==> config.mk <==
export PLATFORM = sky130hd
export DESIGN_NAME = mux7_rr_arbiter
export DESIGN_NICKNAME = d
export VERILOG_FILES = /design/src/rtl/mux7_rr_arbiter.sv
export SDC_FILE = /design/constraint.sdc
export NUM_CORES = 1
export LEC_CHECK = 0
export ABC_AREA = 1
export BUFFER_PORTS_ARGS = -buffer_cell sky130_fd_sc_hd__buf_2
export CORE_ASPECT_RATIO = 0.8
export CORE_UTILIZATION = 40
export CTS_CLUSTER_SIZE = 40
export DETAILED_ROUTE_END_ITERATION = 6
export PLACE_DENSITY_LB_ADDON = 0.05
export SLEW_MARGIN = 30
export SYNTH_ARGS = -nofsm -noshare
export SYNTH_HDL_FRONTEND = slang
export SYNTH_SLANG_ARGS = --single-unit
==> constraint.sdc <==
create_clock -name clk -period 12.5 [get_ports clk]
set_clock_uncertainty 0.05 [all_clocks]
set_input_delay 0 -clock clk [delete_from_list [all_inputs] [get_ports clk]]
set_output_delay 0 -clock clk [all_outputs]
set_load 0.02 [all_outputs]
==> src/rtl/mux7_rr_arbiter.sv <==
// mux7_rr_arbiter: round-robin scheduler sharing one mux7to1 among requesters A..G
// Ports:
//   clk   - clock, all state updates on posedge
//   rst   - asynchronous active-high reset
//   Req   - level request lines, Req[0]=A .. Req[6]=G
//   Gnt   - registered one-hot grant, zero when idle
//   Sel   - mux select, binary index of the current (or last) owner
//   Valid - high while a grant is active
module mux7_rr_arbiter #(
    parameter int MAX_HOLD = 4
) (
    input  logic       clk,
    input  logic       rst,
    input  logic [6:0] Req,
    output logic [6:0] Gnt,
    output logic [2:0] Sel,
    output logic       Valid
);
    typedef enum logic {IDLE, GRANT} state_t;
    localparam logic [3:0] LIM = 4'(MAX_HOLD - 1);
    state_t     state;
    logic [2:0] ptr;
    logic [3:0] cnt;
    logic [2:0] base;
    logic [2:0] win;
    logic       found;
    logic       keep;
    // Modulo-7 add; operands never exceed 6, so one correction suffices.
    function automatic logic [2:0] add7(input logic [2:0] a, input logic [2:0] b);
        logic [3:0] s;
        s = {1'b0, a} + {1'b0, b};
        return (s >= 4'd7) ? 3'(s - 4'd7) : s[2:0];
    endfunction
    assign keep = (state == GRANT) && Req[Sel] && (cnt < LIM);
    // Scan from the highest offset down so the closest requester to base wins.
    always_comb begin
        base  = (state == GRANT) ? add7(Sel, 3'd1) : ptr;
        found = 1'b0;
        win   = 3'd0;
        for (int i = 6; i >= 0; i--) begin
            if (Req[add7(base, 3'(i))]) begin
                found = 1'b1;
                win   = add7(base, 3'(i));
            end
        end
    end
    always_ff @(posedge clk or posedge rst) begin
        if (rst) begin
            state <= IDLE;
            Gnt   <= 7'd0;
            Sel   <= 3'd0;
            Valid <= 1'b0;
            ptr   <= 3'd0;
            cnt   <= 4'd0;
        end else if (keep) begin
            cnt <= cnt + 4'd1;
        end else if (found) begin
            state <= GRANT;
            Sel   <= win;
            Gnt   <= 7'd1 << win;
            Valid <= 1'b1;
            cnt   <= 4'd0;
            ptr   <= add7(win, 3'd1);
        end else begin
            state <= IDLE;
            Gnt   <= 7'd0;
            Valid <= 1'b0;
        end
    end
endmodule
==> reports/metrics.cfg <==
[global_routing]
grt_max_degree = 20
grt_pass1_wl_um = 10600
grt_usage = 0.221
grt_pass1_vias = 2115
antenna_found_initial = 0
grt_overflow = 0

[clock_tree]
cts_tree = done
clockRootBuffer = clkbuf_8
cts_made_buffers = 3
htree_num_levels = 1
cts_resized = 0
clockBufferDepth = 2
insertion_delay_ps = 250
clkTransAtPathRegs_ps = 70
clock-sinks = 18

[floorplanning]
coreArea_um2 = 5530
rows = 24
boundaryPins = 20
die_area_um2 = 6120
die_x_um = 87.2
dieHeight_um = 70.2
initial_core_util = 0.421

[worst_setup_path]
slowest_stage = dfrtp_1
endpoint_kind = register
cp_max_fo = 9
cp.required_ps = 12650
max_stage_delay_ps = 440
start_kind = register
path_common_cell = nand2_1
worst_ep_arrival_time_ps = 5180
critPathKind = register to register

[route]
met3_length_um = 456
first_pass_iters = 5
wirelength_um = 6280
ant_nets = 0
topRoutingLayerUsed = met4
met2WireLength_um = 2480
post_drt_wl_per_cell_um = 13.5
vias_per_cell = 5.24
drt_iter0_markers = 148
wl_met1_um = 3320
vias = 2437
route.detailed.drc = 0

[timing]
setup_viol = 0
worst_slew_pin_slew_ps = 666
min_period_ps = 5030
clock.fmax_ghz = 0.199
maxSlewViolCount = 0
slew_headroom = 0.556
report.final.hold_viol_count = 0
fin_crit_sh = 0.403
tns_ps = 0
rsz0062_at_grt = no

[logic_synthesis]
synth_top_family_by_area = simple AND/OR/NAND/NOR gates
netlist-cell-type-count = 39
synth.mux.area_fraction = 0
synth_xor_area_frac = 0.0194
yosysSeqAreaShare = 0.194
yosys_register_bits = 18
syn_avg_cell_area_um2 = 6.37
synth-compound-area-share = 0.191
ys_warn_count = 0
syn_inst = 365
synth_nets = 394
syn_area_um2 = 2320
synthSimpleGateAreaFrac = 0.383
yosys.area_share.adder = 0.111

[run]
drv_cap = 0

[layout]
multi_input_area_um2 = 1640
fill_cells = 621
drive_gt1_frac = 0.163
nets = 417
area_delta_synth_final_pct = 9.96
seqCellArea_um2 = 450
antenna_cells = 0

[placement]
detailedPlacementHpwl_um = 5070
io_buffers = 19
gp_congestion = 0.955

[status]
status = finished, final reports clean

[min_path]
min_path_type = primary input to async pin

placed cells by master (no fill, tap or decap), drive strengths merged:
cell type / netlist / layout
o21ai: 39 / 39
inv: 55 / 55
a31oi: 1 / 1
o21bai: 2 / 2
clkbuf: 0 / 4
xor2: 3 / 3
o311ai: 1 / 1
nor2: 14 / 14
fa: 1 / 1
clkinv: 1 / 1
a21oi: 21 / 21
nor3: 3 / 3
dfrtp: 18 / 18
a22o: 1 / 1
buf: 2 / 19
nand2: 120 / 120
dlygate4sd3: 0 / 1
o22ai: 1 / 1
or2: 2 / 2
o211ai: 5 / 5
nand3: 45 / 45
nand4: 8 / 8
nor4: 1 / 1
a21boi: 1 / 1
ha: 19 / 19
nand3b: 1 / 1
layer usage:
| layer | vias up | track usage |
|---|---|---|
| met5 | - | 0 |
| met3 | 3 | 0.0272 |
| li1 | 1254 | - |
| met4 | 0 | 0.0182 |
| met2 | 88 | 0.314 |
| met1 | 1092 | 0.364 |
final timing paths:
kind	from	to	slack (ps)	cells past startpoint
min in group clk	Req[6]	cnt[1]	340	6
hold reg to reg	cnt[0]	cnt[0]	430	1
max in group asynchronous	rst	Gnt[0]	11640	3
hold / removal	rst	ptr[1]	330	3
setup reg to reg	Sel[0]	ptr[1]	7470	29
setup / recovery	Sel[0]	ptr[1]	7470	29
logic make-up (layout without fill, tap and decap cells):
kind of cell               Yosys count  in the layout
and+or+nand+nor                    194            194
AOI/OAI and AO/OA                   72             72
buffers and inverters               58             80
adders and majority gates           20             20
DFF                                 18             18
xor gates and xnor gates             3              3
timing repair:
action,CTS,global route
buffers inserted,0,0
hold buffers,1,0
endpoints found under the hold margin,18,0
sequential cells by signal (all words and copies together) (netlist names):
register	flops
Gnt	7
cnt	4
Sel	3
ptr	3
state	1
final cells by class:
cell class | count | area share
multi-input cells | 289 | 0.641
inverters | 56 | 0.0823
flip-flops and latches | 18 | 0.176
well taps | 78 | 0.0382
clock buffers | 4 | 0.0215
repair buffers | 20 | 0.0411
through the flow:
stage / instances / instance area (µm²) / utilization / hold slack [ps] / setup slack (ps)
after detailed placement: 460 / 2490 / 0.451 / 86.2 / 7530
after global routing: 465 / 2550 / 0.462 / 367 / 6880
after floorplan: 365 / 2320 / - / -111 / 8100
final: 465 / 2550 / 0.462 / 330 / 7470
after CTS: 465 / 2550 / 0.462 / 328 / 7490
after global placement: 460 / 2490 / 0.451 / 90.2 / 7580
critical path: cells and delay by family (launching register included):
| kind | cells | cell delay, ps |
|---|---|---|
| AOI/OAI and AO/OA | 4 | 650 |
| adders and majority gates | 5 | 1280 |
| buffers and inverters | 4 | 520 |
| DFF | 1 | 440 |
| and+or+nand+nor | 16 | 2030 |
synthesized netlist by cell type:
cell type,number,area [µm²]
o211ai_1,4,30.0
nor3_1,2,10.0
nand2_4,2,22.5
ha_1,19,238
xor2_4,1,27.5
nand3b_2,1,11.3
a21oi_1,18,90.1
dfrtp_1,18,450
nor2_4,1,11.3
o22ai_2,1,12.5
a21oi_2,2,17.5
nor3_2,1,10.0
xor2_1,2,17.5
o211ai_2,1,12.5
nand2_1,107,402
inv_2,7,26.3
clkinv_1,1,3.75
a21oi_4,1,16.3
a31oi_1,1,6.26
o21ai_1,14,70.1
o21ai_2,5,43.8
nand4_1,8,50.1
inv_1,48,180
a22o_1,1,8.76
a21boi_1,1,7.51
nand2_2,11,68.8
nor2_2,1,6.26
o21bai_2,1,11.3
nand3_1,43,215
buf_8,1,15.0
o311ai_1,1,8.76
nor2_1,12,45.0
o21ai_0,20,100
nor4_1,1,6.26
buf_6,1,11.3
o21bai_1,1,7.51
or2_2,2,12.5
fa_1,1,20.0
nand3_2,2,20.0
Power is not shown: default switching activity piles up to over one toggle a cycle in this logic, so the estimate is an artifact.
